**src/rtl/vector_loader.sv**
```systemverilog
// vector_loader: packs WORD-bit host words into Size-bit vectors for the URAM stage.
// Optional batch counter port enabled by defining LOADER_STATUS_EN.
module vector_loader #(
    parameter int Size      = 256,
    parameter int WORD      = 32,
    parameter int ADDR_W    = 6,
    parameter int BASE_ADDR = 1,
    parameter int NUM_VEC   = 2,
    parameter int COOLDOWN  = 10
) (
    input  logic              clk,
    input  logic              rst,
    input  logic [WORD-1:0]   s_data,
    input  logic              s_valid,
    output logic              s_ready,
    output logic [Size-1:0]   wr_data,
    output logic [ADDR_W-1:0] wr_addr,
    output logic              wr_commit,
    output logic              en_read
`ifdef LOADER_STATUS_EN
    ,
    output logic [15:0]       batch_count
`endif
);

    localparam int LANES = Size / WORD;
    localparam int LW    = (LANES > 1) ? $clog2(LANES) : 1;
    localparam int SW    = (NUM_VEC > 1) ? $clog2(NUM_VEC) : 1;
    localparam int CW    = (COOLDOWN > 1) ? $clog2(COOLDOWN) : 1;

    localparam logic [LW-1:0]     LAST_LANE = LW'(LANES - 1);
    localparam logic [SW-1:0]     LAST_SLOT = SW'(NUM_VEC - 1);
    localparam logic [CW-1:0]     CD_LOAD   = CW'(COOLDOWN - 1);
    localparam logic [ADDR_W-1:0] BASE_A    = ADDR_W'(BASE_ADDR);

    if (Size % WORD != 0) begin : g_bad_size
        $error("Size must be a multiple of WORD");
    end
    if (BASE_ADDR < 1 || BASE_ADDR + NUM_VEC > 32) begin : g_bad_addr
        $error("operand slots must lie in 1..31");
    end
    if (COOLDOWN < 1 || NUM_VEC < 1) begin : g_bad_cfg
        $error("COOLDOWN and NUM_VEC must be at least 1");
    end

    typedef enum logic [1:0] {
        S_FILL  = 2'd0,
        S_START = 2'd1,
        S_COOL  = 2'd2
    } state_t;

    state_t            state_q, state_d;
    logic [CW-1:0]     cnt_q, cnt_d;
    logic [LW-1:0]     lane_q, lane_d;
    logic [SW-1:0]     slot_q, slot_d;
    logic [Size-1:0]   shadow_q, shadow_d;

    logic              s_ready_d;
    logic [Size-1:0]   wr_data_d;
    logic [ADDR_W-1:0] wr_addr_d;
    logic              wr_commit_d;
    logic              en_read_d;

    logic accept;
    logic last_word;
    logic last_vec;

    assign accept    = s_valid && s_ready && (state_q == S_FILL);
    assign last_word = accept && (lane_q == LAST_LANE);
    assign last_vec  = last_word && (slot_q == LAST_SLOT);

    always_ff @(posedge clk or negedge rst) begin
        if (!rst) begin
            state_q <= S_FILL;
            cnt_q   <= '0;
        end else begin
            state_q <= state_d;
            cnt_q   <= cnt_d;
        end
    end

    always_comb begin
        state_d = state_q;
        cnt_d   = cnt_q;
        unique case (state_q)
            S_FILL: begin
                if (last_vec) begin
                    state_d = S_START;
                end
            end
            S_START: begin
                state_d = S_COOL;
                cnt_d   = CD_LOAD;
            end
            S_COOL: begin
                if (cnt_q == '0) begin
                    state_d = S_FILL;
                end else begin
                    cnt_d = cnt_q - 1'b1;
                end
            end
            default: begin
                state_d = S_FILL;
            end
        endcase
    end

    // Output values are computed here and registered below, so every
    // output changes only on a clock edge.
    always_comb begin
        lane_d      = lane_q;
        slot_d      = slot_q;
        shadow_d    = shadow_q;
        wr_data_d   = wr_data;
        wr_addr_d   = wr_addr;
        wr_commit_d = 1'b0;
        en_read_d   = (state_q == S_START);
        s_ready_d   = (state_d == S_FILL);

        if (accept) begin
            shadow_d[lane_q*WORD +: WORD] = s_data;
            lane_d = lane_q + 1'b1;
        end

        if (last_word) begin
            wr_data_d   = shadow_d;
            wr_addr_d   = BASE_A + ADDR_W'(slot_q);
            wr_commit_d = 1'b1;
            lane_d      = '0;
            slot_d      = last_vec ? '0 : slot_q + 1'b1;
        end
    end

    always_ff @(posedge clk or negedge rst) begin
        if (!rst) begin
            lane_q    <= '0;
            slot_q    <= '0;
            shadow_q  <= '0;
            s_ready   <= 1'b0;
            wr_data   <= '0;
            wr_addr   <= '0;
            wr_commit <= 1'b0;
            en_read   <= 1'b0;
        end else begin
            lane_q    <= lane_d;
            slot_q    <= slot_d;
            shadow_q  <= shadow_d;
            s_ready   <= s_ready_d;
            wr_data   <= wr_data_d;
            wr_addr   <= wr_addr_d;
            wr_commit <= wr_commit_d;
            en_read   <= en_read_d;
        end
    end

`ifdef LOADER_STATUS_EN
    logic [15:0] batch_q;

    always_ff @(posedge clk or negedge rst) begin
        if (!rst) begin
            batch_q <= '0;
        end else if (en_read_d && batch_q != 16'hFFFF) begin
            batch_q <= batch_q + 16'd1;
        end
    end

    assign batch_count = batch_q;
`endif

endmodule

```
**config.mk**
```make
export PLATFORM = sky130hd
export DESIGN_NAME = vector_loader
export DESIGN_NICKNAME = d
export VERILOG_FILES = /design/src/rtl/vector_loader.sv
export SDC_FILE = /design/constraint.sdc
export NUM_CORES = 1
export LEC_CHECK = 0
export BUFFER_PORTS_ARGS = -buffer_cell sky130_fd_sc_hd__buf_2
export CAP_MARGIN = 10
export CORE_ASPECT_RATIO = 1.4
export CORE_MARGIN = 1
export CORE_UTILIZATION = 45
export CTS_CLUSTER_SIZE = 24
export DETAILED_ROUTE_END_ITERATION = 8
export GPL_ROUTABILITY_DRIVEN = 1
export GPL_TIMING_DRIVEN = 0
export PLACE_DENSITY = 0.7
export RECOVER_POWER = 25
export SYNTH_ARGS = -nofsm -noshare
export SYNTH_HDL_FRONTEND = slang
export SYNTH_SLANG_ARGS = --single-unit
export TNS_END_PERCENT = 50
```
**constraint.sdc**
```tcl
create_clock -name clk -period 2.2 [get_ports clk]
set_input_delay 0.66 -clock clk [delete_from_list [all_inputs] [get_ports clk]]
set_output_delay 0.66 -clock clk [all_outputs]
set_load 0.005 [all_outputs]
```
==> metrics list, run 1 <==
- Number of instances in the synthesized netlist: roughly 2200
- Summing the areas of all and, or, nand and nor instances in the mapped netlist gives around an eighth of the synthesized area.
* Static power due to leakage: between 10 and 15 nW
- Portion of the post-synthesis area used by sequential elements: a little under three fifths
- The clock net in this run drives a total of about 530 sinks.
- By startpoint and endpoint, the worst setup path is classified as register to register.
- Data required time of the critical path: 2670 ps
* Layout net count: approximately 2700
- Cells with a size suffix above 1 make up between 30% and 40% of the layout.
* Number of primary I/O pins: 300
- Critical-path cell with the highest stage delay: sky130_fd_sc_hd__dfrtp_2
* Per-cell routed wire length: about 28 µm
* Sequential standard cell area: ~13000 µm²
* Fill cell instance count of the final layout: 4145
- Of the total synthesized cell area, the portion taken by full adders, half adders and majority gates is less than 1%.
- Die width: 195 µm
* Post-synth EDFFs: 0
* Insertion delay to the later sink of the worst-skew pair: about 600 ps
- Total standard cell area after synthesis: approximately 24000 µm²
- Detailed placement finished with a half-perimeter wire length of ~63000 µm.
- Worst setup margin: -83.6 ps
* Via/cell ratio: 6.67
- The synthesized design spends more area on one cell type than any other, namely sky130_fd_sc_hd__dfrtp_1.
- Number of endpoints failing setup at the final stage: around 90
* Die footprint: between 50000 and 60000 µm²
- Overall die height: about 270 µm
- Final hold violation count: 0
- Synth unique cells: a little over 50
- Dividing total power by cell area gives a power density of 1680 nW/µm².
- Top-area cell type share of the netlist area: a little under three fifths
- Hold-fix buffers, CTS: 0
- Clock root buffer master: sky130_fd_sc_hd__clkbuf_16
* Final setup skew: about 34 ps
- Startpoint Class: register
- Dividing the final minimum period by the clock period gives 104%.
- Across all layers, the routed design uses roughly 22000 vias.
- Total congestion overflow after global routing: 0
- Input and output buffers added on the ports amount to approximately 280.
- The smallest clock period supported by the final layout is computed as ~2300 ps.
- TritonCTS created 51 clock buffers.
* Worst Path Arrival: 2750 ps
- After detailed routing, the number of remaining DRC violations is 0.
* Area used by multi-input combinational logic: 11100 µm²
- Antenna violations before repair: 5
- Most instantiated flip-flop cell in the synthesis netlist: sky130_fd_sc_hd__dfrtp_1
- Final standard cell area without fillers: roughly 31000 µm²
- Standard cell area after detailed placement: about 26000 µm²
- The longest clock path from root to sink contains 3 buffers.
- Starting DRC count in detailed routing: ~2500
* Design Power: 0.0514 W
- At the pin with the least slew margin, the transition time is roughly 840 ps.
- Synthesis Warnings: 0
* Placeable core region: 51400 µm²
* Count of maximum capacitance violations: 0
- The routed design has between 90000 and 100000 µm of wire.
* Starting density of the core: between 40% and 50%
- Worst min-delay path category: input pin to async pin
* Total routing resource utilization after global routing: between 30% and 40%
* Status: finished, violations left
* RePlAce Congestion: between 0.9 and 1
- Entering global routing, the biggest net connects ~130 pins.
- RSZ-0062 raised after global routing: true
* Place WS: -1050 ps
- Of the total synthesized cell area, the portion taken by XOR and XNOR cells is less than 1%.
- Together, buffers and inverters on the worst path number 4.
* Cell class contributing the biggest share of worst-path delay: buffers and inverters
- The max-slew violation total from the final report was 0.
- Dividing the synthesized area by the synthesized cell count gives roughly 10 µm².
- Counting flops with an async set or reset pin after synthesis yields a share of 100%.
- TritonCTS built the clock tree.
* Cells along the critical path: buf_8 -> inv_6 -> ha_4 -> ha_2 -> clkbuf_2 -> buf_2 -> nand2b_1 -> o21ai_0
* H-tree levels: 2
* Violated checks: negative setup slack
* Max transition margin: between 40% and 50%
- The floorplan has between 90 and 100 rows.
- Measured on the finished design, the core utilization comes to between 50% and 60%.
- Delay of the slowest cell on the worst path: ~440 ps
- sky130_fd_sc_hd__dfrtp_1 is the most common cell in the netlist.
- Top cells by instance count after synthesis: 527 x sky130_fd_sc_hd__dfrtp_1, 195 x sky130_fd_sc_hd__o31ai_1, 184 x sky130_fd_sc_hd__a21oi_1
- The via count of the first global-routing pass came to 21700.
* Critical path peak fanout: 10
- Flip-flop and latch count after synthesis: between 500 and 600
- Proportion of synthesized area in mux cells: roughly 1.6%
- Main area contributors after synthesis: sky130_fd_sc_hd__dfrtp_1 56%, sky130_fd_sc_hd__o31ai_1 6.2%, sky130_fd_sc_hd__a31oi_1 4.9%
- Clock-pin slew on the worst setup and hold paths: ~70 ps
* Area growth from synthesis to layout: 30.3%
- Capturing element type of the critical path: register
- Static timing analysis puts the maximum clock frequency at around 440 MHz.
- Complex-gate fraction of the synthesized area: around a quarter
- Wire length of the first global-routing pass: 136000 µm
- Maximum ir drop on the vdd rail: ~0.0011 V
* Post-route ant nets: 0
- Number of detailed-route iterations in the first pass: 6
* Final worst hold slack: between 60 and 70 ps
- Combinational family with the most area after synthesis: compound AO/OA/AOI/OAI gates
==> sequential cells by signal, indices dropped and copies added (netlist names) <==
name       cells
cnt_q          4
en_read        1
lane_q         3
s_ready        1
shadow_q     256
slot_q         1
state_q        2
wr_addr        2
wr_commit      1
wr_data      256
==> worst paths after layout <==
check	start	end	slack [ps]	depth (start not counted)
min	rst	wr_data[75]$_DFFE_PN0N_	70	1
min in group clk	s_data[21]	wr_data[21]$_DFFE_PN0N_	470	3
max in group asynchronous	rst	lane_q[0]$_DFFE_PN0P_	340	3
max	lane_q[0]$_DFFE_PN0P_	shadow_q[72]$_DFF_PN0_	-80	8
max reg2reg	lane_q[0]$_DFFE_PN0P_	shadow_q[72]$_DFF_PN0_	-80	8
min reg2reg	shadow_q[237]$_DFF_PN0_	shadow_q[237]$_DFF_PN0_	490	2
==> cell usage in the layout, fill, tap and decap left out, types with 10 or more instances in the layout <==
cell,n
sky130_fd_sc_hd__nand3_2,17
sky130_fd_sc_hd__a31oi_1,181
sky130_fd_sc_hd__mux2_2,31
sky130_fd_sc_hd__o21ai_0,55
sky130_fd_sc_hd__and3b_1,32
sky130_fd_sc_hd__a21oi_1,184
sky130_fd_sc_hd__a2bb2oi_1,71
sky130_fd_sc_hd__nor3b_2,10
sky130_fd_sc_hd__nand3_1,147
sky130_fd_sc_hd__o41ai_2,25
sky130_fd_sc_hd__inv_1,15
sky130_fd_sc_hd__nand2_1,157
sky130_fd_sc_hd__buf_4,49
sky130_fd_sc_hd__clkbuf_4,22
sky130_fd_sc_hd__buf_6,28
sky130_fd_sc_hd__clkbuf_8,18
sky130_fd_sc_hd__clkbuf_16,57
sky130_fd_sc_hd__nor4b_1,25
sky130_fd_sc_hd__o21ai_1,33
sky130_fd_sc_hd__a311oi_2,21
sky130_fd_sc_hd__o31ai_1,44
sky130_fd_sc_hd__clkbuf_2,110
sky130_fd_sc_hd__nor2b_4,13
sky130_fd_sc_hd__o21ai_2,14
sky130_fd_sc_hd__nand4_1,31
sky130_fd_sc_hd__buf_8,10
sky130_fd_sc_hd__clkbuf_1,51
sky130_fd_sc_hd__nor3b_1,22
sky130_fd_sc_hd__o31ai_4,44
sky130_fd_sc_hd__o31ai_2,109
sky130_fd_sc_hd__buf_2,327
sky130_fd_sc_hd__dfrtp_1,526
sky130_fd_sc_hd__a311oi_1,52
sky130_fd_sc_hd__nand2b_1,21
==> final cells by class <==
cell class	instances	share of cell area, %
Buffer	291	6.02
Inverter	19	0.265
Timing Repair Buffer	316	6.09
Antenna cell	4	0.0326
Clock buffer	80	5.07
Multi-Input combinational cell	1406	36.1
Sequential cell	527	43.0
Tap cell	650	2.65
Clock inverter	15	0.799
==> cell families (layout without fill, tap and decap cells) <==
family                   Yosys count  count (layout)
XOR/XNOR                           1               1
AO/OA/AOI/OAI                    852             852
other                              1               8
flip-flops                       527             527
multiplexers                      33              33
adder cells (fa/ha/maj)            9               9
AND/OR/NAND/NOR                  507             507
buffers and inverters            315             721
==> layer usage <==
layer	vias up	global-route usage [%]	routed length, µm
met1	10900	41.1	33400
met3	445	7.19	8640
met2	1396	52.3	42300
met4	6	27.7	8900
li1	9270	-	-
met5	-	0	109
==> timing repair <==
item,CTS,global route
gates resized for setup,341,411
pin swaps,31,65
setup buffers,17,7
setup endpoints to repair,521,466
gates cloned,2,4
==> where the power goes <==
group          internal, W  total, W  switching, W  leakage, nW
Combinational      0.00870    0.0253        0.0166         6.20
Sequential          0.0137    0.0166       0.00292         6.76
Clock              0.00557   0.00950       0.00394        0.880
Total               0.0280    0.0514        0.0235         13.8
==> per-stage QoR <==
step	TNS [ps]	std cells
after global placement	-5536070	3175
after CTS	-456	3293
final	-2070	3308
after global routing	-11860	3305
after floorplan	-234	2248
after detailed placement	-346880	3184
Note: power is estimated with default switching activity, not from simulation.
==> inputs of run 2 (changes only) <==
--- a/config.mk
+++ b/config.mk
@@ -14,8 +14,7 @@
 export DETAILED_ROUTE_END_ITERATION = 8
 export GPL_ROUTABILITY_DRIVEN = 1
 export GPL_TIMING_DRIVEN = 0
-export PLACE_DENSITY = 0.7
-export RECOVER_POWER = 25
+export PLACE_DENSITY = 0.68
 export SYNTH_ARGS = -nofsm -noshare
 export SYNTH_HDL_FRONTEND = slang
 export SYNTH_SLANG_ARGS = --single-unit
==> constraint.sdc (replaced) <==
create_clock -name clk -period 2.9 [get_ports clk]
set_input_delay 0.87 -clock clk [delete_from_list [all_inputs] [get_ports clk]]
set_output_delay 0.87 -clock clk [all_outputs]
set_load 0.005 [all_outputs]
==> run 2 against run 1 <==
The run now ends clean; clock-buffer cell count is 15 lower; sequential share of layout area is 3.9 points higher; cell area is 8.4% lower; critical path depth is 2 higher; register-to-register slack better by 90 ps; largest cell class unchanged; sequential cell count stayed put; first-iteration DRC count is 9.3% lower; die area stayed put; clock skew is 11 ps lower; clock power is 22% lower; combinational power is 38% lower.
==> metrics list, run 2 (synthesized netlist as in run 1, its figures left out) <==
- Final setup skew: 22.4 ps (was 33.7 ps)
- The all-layer global routing usage came to 33.2% (was 33.9%).
* Regs by FF count: shadow_q x256, wr_data x256, cnt_q x4 (unchanged)
* Post-route ant nets: 0 (unchanged)
- P_sw: 0.0156 W (was 0.0235 W)
- The area added between synthesis and finish was 19.4% (was 30.3%).
- The count of vias placed by the detailed router came to 21500 (was 22100).
* Die footprint: 53200 µm² (unchanged)
- Fraction of power consumed by the clock network: 20.8% (was 18.5%)
- The path depth of the worst reg2reg path was 10 (was 8).
- Switching portion of total power: 44.1% (was 45.6%)
- Status: completed (was finished, violations left)
- The required time at the endpoint of the critical path was 3410 ps (was 2670 ps).
- Starting DRC count in detailed routing: 2268 (was 2501)
- Wire length reported by the detailed router: 89900 µm (was 93400 µm)
- Detailed placement HPWL: 62900 µm (about the same)
* Most common cell after layout, fill and taps aside: sky130_fd_sc_hd__dfrtp_1 (unchanged)
- Clock root buffer master: sky130_fd_sc_hd__clkbuf_16 (unchanged)
- The final setup TNS came to 0 ps (was -2070 ps).
- Number of standard-cell rows in the floorplan: 98 (unchanged)
* Vias in the first global route: 21400 (was 21700)
- The type of the worst setup path is register to register (unchanged).
- The initial antenna violation count came to 8 (was 5).
- Place WS: -578 ps (was -1050 ps)
* Actual transition at the worst max-transition pin: 746 ps (was 838 ps)
- The clock-pin slew of the registers on the worst-case setup and hold paths is 70 ps (about the same).
- Total congestion overflow after global routing: 0 (unchanged)
- The class of the tightest hold or removal check is input pin to async pin (unchanged).
- The internal portion of total power is 0.0198 W (was 0.0280 W).
- Shortest period the worst path allows: 2900 ps (was 2280 ps)
* Per-cell routed wire length: 27.4 µm (was 28.2 µm)
* Hold-fix buffers, CTS: 0 (unchanged)
* Power per Cell Area: 1260 nW/µm² (was 1680 nW/µm²)
- The proportion of layout cells with a drive suffix above 1 was 22.5% (was 36.5%).
- Die width: 195 µm (unchanged)
- Clock tree from TritonCTS: yes (unchanged)
- The number of placed I/O pins was 300 (unchanged).
- Starting density of the core: 45.8% (unchanged)
- DRC violation count after routing: 0 (unchanged)
- The final clock period utilization by the worst path came to 99.9% (was 104%).
- The detail-routed via count per cell came to 6.56 (was 6.67).
- The height of the chip came to 273 µm (unchanged).
- Worst setup margin: 2.23 ps (was -83.6 ps)
* RePlAce Congestion: 0.943 (was 0.948)
- Final hold violation count: 0 (unchanged)
- Commonest cells after routing, fill and taps aside: 526 x sky130_fd_sc_hd__dfrtp_1, 340 x sky130_fd_sc_hd__buf_2, 184 x sky130_fd_sc_hd__a21oi_1 (was 526 x sky130_fd_sc_hd__dfrtp_1, 327 x sky130_fd_sc_hd__buf_2, 184 x sky130_fd_sc_hd__a21oi_1).
- Relative contribution of sequential cells to total power: 34.9% (was 32.3%)
- The number of CTS-inserted buffers was 50 (was 51).
- The critical path launch point type was a register (unchanged).
* Maximum number of pins on one net before global-route repair: 123 (was 127)
* Layout net count: 2634 (was 2656)
- RSZ-0062 raised after global routing: true (unchanged)
* Max transition margin: 50.2% (was 44.2%)
- Timing-limited maximum frequency: 345 MHz (was 438 MHz)
* Critical path peak fanout: 10 (unchanged)
- Insertion delay to the later sink of the worst-skew pair: 600 ps (about the same)
- Capturing element type of the critical path: register (unchanged)
* Number of endpoints failing setup at the final stage: 0 (was 92)
- Maximum ir drop on the vdd rail: 0.000750 V (was 0.00109 V)
- Comb pwr share: 44.3% (was 49.2%)
- The global-route wire length before repair was 132000 µm (was 136000 µm).
- Design Power: 0.0354 W (was 0.0514 W)
* Number of detailed-route iterations in the first pass: 6 (unchanged)
- The number of buffers inserted by port buffering is 277 (unchanged).
- The total number of clock tree sinks came to 527 (unchanged).
- The leakage power of the design is 13.0 nW (was 13.8 nW).
* Maximum number of buffers from clock root to sink: 3 (unchanged)
* Count of maximum capacitance violations: 0 (unchanged)
- Placeable core region: 51400 µm² (unchanged)
- The max-slew violation total from the final report is 0 (unchanged).
* H-tree levels: 2 (unchanged)
- Worst Path Arrival: 3410 ps (was 2750 ps)
-- run 2: cell types whose count changed in the layout (fill, tap and decap cells not counted), moves of 19 or more --
cell and delta:
sky130_fd_sc_hd__clkbuf_2 -56, sky130_fd_sc_hd__buf_6 -22, sky130_fd_sc_hd__buf_4 -34, sky130_fd_sc_hd__o21ai_0 +21
sky130_fd_sc_hd__a311oi_1 +21, sky130_fd_sc_hd__clkbuf_1 +90, sky130_fd_sc_hd__o31ai_4 -42, sky130_fd_sc_hd__o31ai_2 -91
sky130_fd_sc_hd__buf_1 +19, sky130_fd_sc_hd__a311oi_2 -21, sky130_fd_sc_hd__o41ai_1 +22, sky130_fd_sc_hd__o31ai_1 +133
-- run 2: power groups by stage --
stage	clock network [W]	registers [W]	logic (W)
after floorplan	0	0.0118	0.00866
after global placement	0	0.0123	0.0144
after detailed placement	0	0.0123	0.0148
after CTS	0.00737	0.0123	0.0151
after global routing	0.00767	0.0126	0.0167
final	0.00737	0.0124	0.0157
-- run 2: path summary, 6_finish.rpt --
path,startpoint,end,slack [ps]
setup / recovery,lane_q[0]$_DFFE_PN0P_,wr_data[109]$_DFFE_PN0N_,2
hold / removal,rst,wr_data[140]$_DFFE_PN0N_,210
setup reg to reg,lane_q[0]$_DFFE_PN0P_,wr_data[109]$_DFFE_PN0N_,2
hold reg to reg,shadow_q[226]$_DFF_PN0_,shadow_q[226]$_DFF_PN0_,490
max in group asynchronous,rst,wr_data[46]$_DFFE_PN0N_,1360
min in group clk,shadow_q[226]$_DFF_PN0_,shadow_q[226]$_DFF_PN0_,490
-- run 2: area by class of cell --
class | instances | area (µm²)
Antenna cell | 1 | 2.50
Buffer | 295 | 1330
Clock buffer | 65 | 1410
Clock inverter | 23 | 403
Fill cell | 4548 | 23300
Inverter | 19 | 71.3
Multi-Input combinational cell | 1406 | 9280
Sequential cell | 527 | 13200
Tap cell | 650 | 813
Timing Repair Buffer | 291 | 1610
-- run 2: per-stage QoR --
stage | cell area [µm²] | hold WS [ps] | util (%) | instances
3_5_place_dp | 25900 | 477 | 50.5 | 3185
2_1_floorplan | 23600 | 450 | - | 2248
4_1_cts | 27900 | 240 | 54.4 | 3273
6_report | 28100 | 211 | 54.7 | 3277
5_1_grt | 28100 | 260 | 54.7 | 3277
3_3_place_gp | 25800 | 467 | 50.1 | 3175
-- run 2: worst max-delay path, stage by stage, from the launching register on --
cell	delay, ps
sky130_fd_sc_hd__dfrtp_2	440
sky130_fd_sc_hd__buf_4	220
sky130_fd_sc_hd__inv_1	110
sky130_fd_sc_hd__ha_1	240
sky130_fd_sc_hd__ha_1	220
sky130_fd_sc_hd__clkbuf_2	280
sky130_fd_sc_hd__clkbuf_2	330
sky130_fd_sc_hd__nor2b_2	460
sky130_fd_sc_hd__buf_6	230
sky130_fd_sc_hd__nand3_1	110
sky130_fd_sc_hd__a31oi_1	190
-- run 2: repair_timing --
action                     CTS  global route
setup endpoints to repair  490           396
pin swaps                    0             1
cloned                       0             0
buffers inserted             0             4
resized for setup           59            67
-- run 2: layer usage --
layer | GRT usage, % | part of all wire [%] | vias to the layer above
met1 | 39.7 | 36 | 10700
met2 | 51.8 | 46 | 1219
li1 | - | - | 9227
met5 | 0 | 0.040 | -
met4 | 26.2 | 8.8 | 6
met3 | 7.57 | 9.2 | 378
==> inputs of run 3 (changes only) <==
--- a/config.mk
+++ b/config.mk
@@ -7,7 +7,7 @@
 export LEC_CHECK = 0
 export BUFFER_PORTS_ARGS = -buffer_cell sky130_fd_sc_hd__buf_2
 export CAP_MARGIN = 10
-export CORE_ASPECT_RATIO = 1.4
+export CORE_ASPECT_RATIO = 0.5
 export CORE_MARGIN = 1
 export CORE_UTILIZATION = 45
 export CTS_CLUSTER_SIZE = 24
==> run 3 against run 2 <==
Core utilization decreased by 0.26 points; largest power group unchanged; critical path type unchanged; register-to-register slack gained 90 ps; clock skew increased by 9.9 ps; worst hold slack gained 27 ps; sequential share of layout area rose by 0.62 points; critical path depth did not move; power shrank 3.7%; cell count increased by 1.1%; maximum frequency is 3.3% higher; die area about the same.
==> metrics list, run 3 (synthesized netlist as in run 1, its figures left out) <==
- The global-route wire length before repair is 128000 µm (was 132000 µm).
- Final worst hold slack: 238 ps (was 211 ps)
* Number of buffers created by CTS: 48 (was 50)
- The number of hold buffers added after cts was 0 (unchanged).
* Setup CP Type: register to register (unchanged)
- The leakage power of the design is 12.8 nW (was 13.0 nW).
- Maximum number of buffers from clock root to sink: 3 (unchanged)
- The detailed placement HPWL was 59800 µm (was 62900 µm).
- Status: completed (unchanged)
- Clock-pin slew on the worst setup and hold paths: 70 ps (about the same)
* Total routing resource utilization after global routing: 31.8% (was 33.2%)
- Number of endpoints failing setup at the final stage: 0 (unchanged)
- Shortest period the worst path allows: 2810 ps (was 2900 ps)
- Antenna violations before repair: 6 (was 8)
* I/O Buffers: 277 (unchanged)
- The remaining number of nets flagged by the antenna check after routing was 0 (unchanged).
- The capturing element type of the critical path was a register (unchanged).
- H-tree levels: 2 (unchanged)
* Actual transition at the worst max-transition pin: 905 ps (was 746 ps)
* Worst setup margin: 94.4 ps (was 2.23 ps)
- The total wire length after detailed routing was 87400 µm (was 89900 µm).
- Die width: 325 µm (was 195 µm)
- Regs by FF count: shadow_q x256, wr_data x256, cnt_q x4 (unchanged)
- Worst reg2reg path depth: 10 (unchanged)
- Number of detailed-route iterations in the first pass: 6 (unchanged)
* Maximum ir drop on the vdd rail: 0.000587 V (was 0.000750 V)
* Starting DRC count in detailed routing: 2997 (was 2268)
- The starting utilization of the core area is 46.2% (was 45.8%).
- Startpoint Class: register (unchanged)
* Final hold violation count: 0 (unchanged)
- Total congestion overflow after global routing: 0 (unchanged)
- The total number of clock tree sinks is 527 (unchanged).
- Die footprint: 53300 µm² (was 53200 µm²)
- The final clock period utilization by the worst path is 96.7% (was 99.9%).
- Data required time of the critical path: 3340 ps (was 3410 ps)
- The number of placed I/O pins is 300 (unchanged).
* Count of maximum capacitance violations: 0 (unchanged)
- Commonest cells after routing, fill and taps aside: 526 x sky130_fd_sc_hd__dfrtp_1, 340 x sky130_fd_sc_hd__buf_2, 185 x sky130_fd_sc_hd__o31ai_1 (was 526 x sky130_fd_sc_hd__dfrtp_1, 340 x sky130_fd_sc_hd__buf_2, 184 x sky130_fd_sc_hd__a21oi_1).
- Clock tree from TritonCTS: yes (unchanged)
- The setup slack at placement is -606 ps (was -578 ps).
- Final Max Slew Viols: 0 (unchanged)
- Final standard cell area without fillers: 27700 µm² (was 28100 µm²)
- The core occupancy in the finished layout was 54.5% (was 54.7%).
* Power per Cell Area: 1230 nW/µm² (was 1260 nW/µm²)
* Final setup skew: 32.3 ps (was 22.4 ps)
- Layout net count: 2625 (was 2634)
- The number of rows in the core area came to 58 (was 98).
* Clock root buffer master: sky130_fd_sc_hd__clkbuf_16 (unchanged)
- The count of instances resized after the clock tree is built is 56 (was 59).
- The post-detailed-placement cell area was 25900 µm² (about the same).
- The proportion of layout cells with a drive suffix above 1 is 21.2% (was 22.5%).
* Total via count in the routed design: 21400 (was 21500)
- The number of remaining DRC errors is 0 (unchanged).
* Area growth from synthesis to layout: 17.8% (was 19.4%)
* RSZ-0062 raised after global routing: false (was true)
* Critical path peak fanout: 10 (unchanged)
- Maximum number of pins on one net before global-route repair: 121 (was 123)
- The detail-routed via count per cell came to 6.45 (was 6.56).
- The wire length per cell was 26.4 µm (was 27.4 µm).
- The class of the tightest hold or removal check was input pin to async pin (unchanged).
* Vias in the first global route: 20400 (was 21400)
- The standard cell core area is 50900 µm² (was 51400 µm²).
- Fill cell instance count of the final layout: 4564 (was 4548)
- Max transition margin: 39.7% (was 50.2%)
- The routability congestion estimate from global placement came to 0.942 (was 0.943).
- Worst Path Arrival: 3250 ps (was 3410 ps)
* Setup fix buffers added after clock tree synthesis: 0 (unchanged)
* Most common cell after layout, fill and taps aside: sky130_fd_sc_hd__dfrtp_1 (unchanged)
* Insertion delay to the later sink of the worst-skew pair: 600 ps (about the same)
* Overall die height: 164 µm (was 273 µm)
- The final setup TNS was 0 ps (unchanged).
- The highest achievable clock rate was 356 MHz (was 345 MHz).
[run 3: cell types whose count changed in the layout (fill, tap and decap cells not counted), moves of 6 or more]
cell	previous run	this run
sky130_fd_sc_hd__o31ai_2	18	10
sky130_fd_sc_hd__o31ai_1	177	185
sky130_fd_sc_hd__bufinv_16	11	1
sky130_fd_sc_hd__clkbuf_2	54	48
sky130_fd_sc_hd__clkbuf_1	141	157
[run 3: per-layer routing]
metal | track usage (%) | wire, µm | vias up | share of wire [%]
li1 | - | - | 9204 | -
met1 | 41.4 | 34400 | 10700 | 39
met2 | 48.4 | 39100 | 1210 | 45
met3 | 9.70 | 9260 | 273 | 11
met4 | 15.6 | 4620 | 0 | 5.3
met5 | 0 | 0 | - | 0
[run 3: report_power, final]
group | total (W) | internal (W) | switching [W]
logic | 0.0156 | 0.00495 | 0.0106
registers | 0.0121 | 0.0104 | 0.00174
clock network | 0.00639 | 0.00349 | 0.00290
[run 3: final cells by class]
cell class              count  area (µm²)  share of cell area, %
inverters                  19        71.3                  0.257
flip-flops and latches    527       13200                   47.5
multi-input cells        1406        9230                   33.3
diodes                      5        12.5                 0.0451
well taps                 690         863                   3.11
clock buffers              77        1440                   5.20
repair buffers            284        1530                   5.51
plain buffers             295        1320                   4.77
clock inverters            11        82.6                  0.298
[run 3: per-stage QoR]
stage          power (W)  std cells
5_1_grt           0.0357       3309
3_3_place_gp      0.0266       3215
3_5_place_dp      0.0270       3222
6_report          0.0341       3314
4_1_cts           0.0335       3309
2_1_floorplan     0.0205       2248
[run 3: worst paths after layout]
kind	from	endpoint	slack (ps)
worst max-delay path	lane_q[0]$_DFFE_PN0P_	shadow_q[147]$_DFF_PN0_	90
worst min-delay path	rst	wr_data[78]$_DFFE_PN0N_	240
worst max register to register	lane_q[0]$_DFFE_PN0P_	shadow_q[147]$_DFF_PN0_	90
worst min register to register	shadow_q[179]$_DFF_PN0_	shadow_q[179]$_DFF_PN0_	490
max in group asynchronous	rst	wr_data[107]$_DFFE_PN0N_	1100
min in group clk	shadow_q[179]$_DFF_PN0_	shadow_q[179]$_DFF_PN0_	490
[run 3: critical path: stages (launching register included)]
cell and delay [ps]:
sky130_fd_sc_hd__dfrtp_2 450, sky130_fd_sc_hd__buf_6 180, sky130_fd_sc_hd__inv_1 100, sky130_fd_sc_hd__ha_1 250, sky130_fd_sc_hd__ha_4 170, sky130_fd_sc_hd__buf_6 130
sky130_fd_sc_hd__or2_1 230, sky130_fd_sc_hd__clkbuf_2 180, sky130_fd_sc_hd__clkbuf_1 330, sky130_fd_sc_hd__o41ai_1 490, sky130_fd_sc_hd__o21ai_1 140
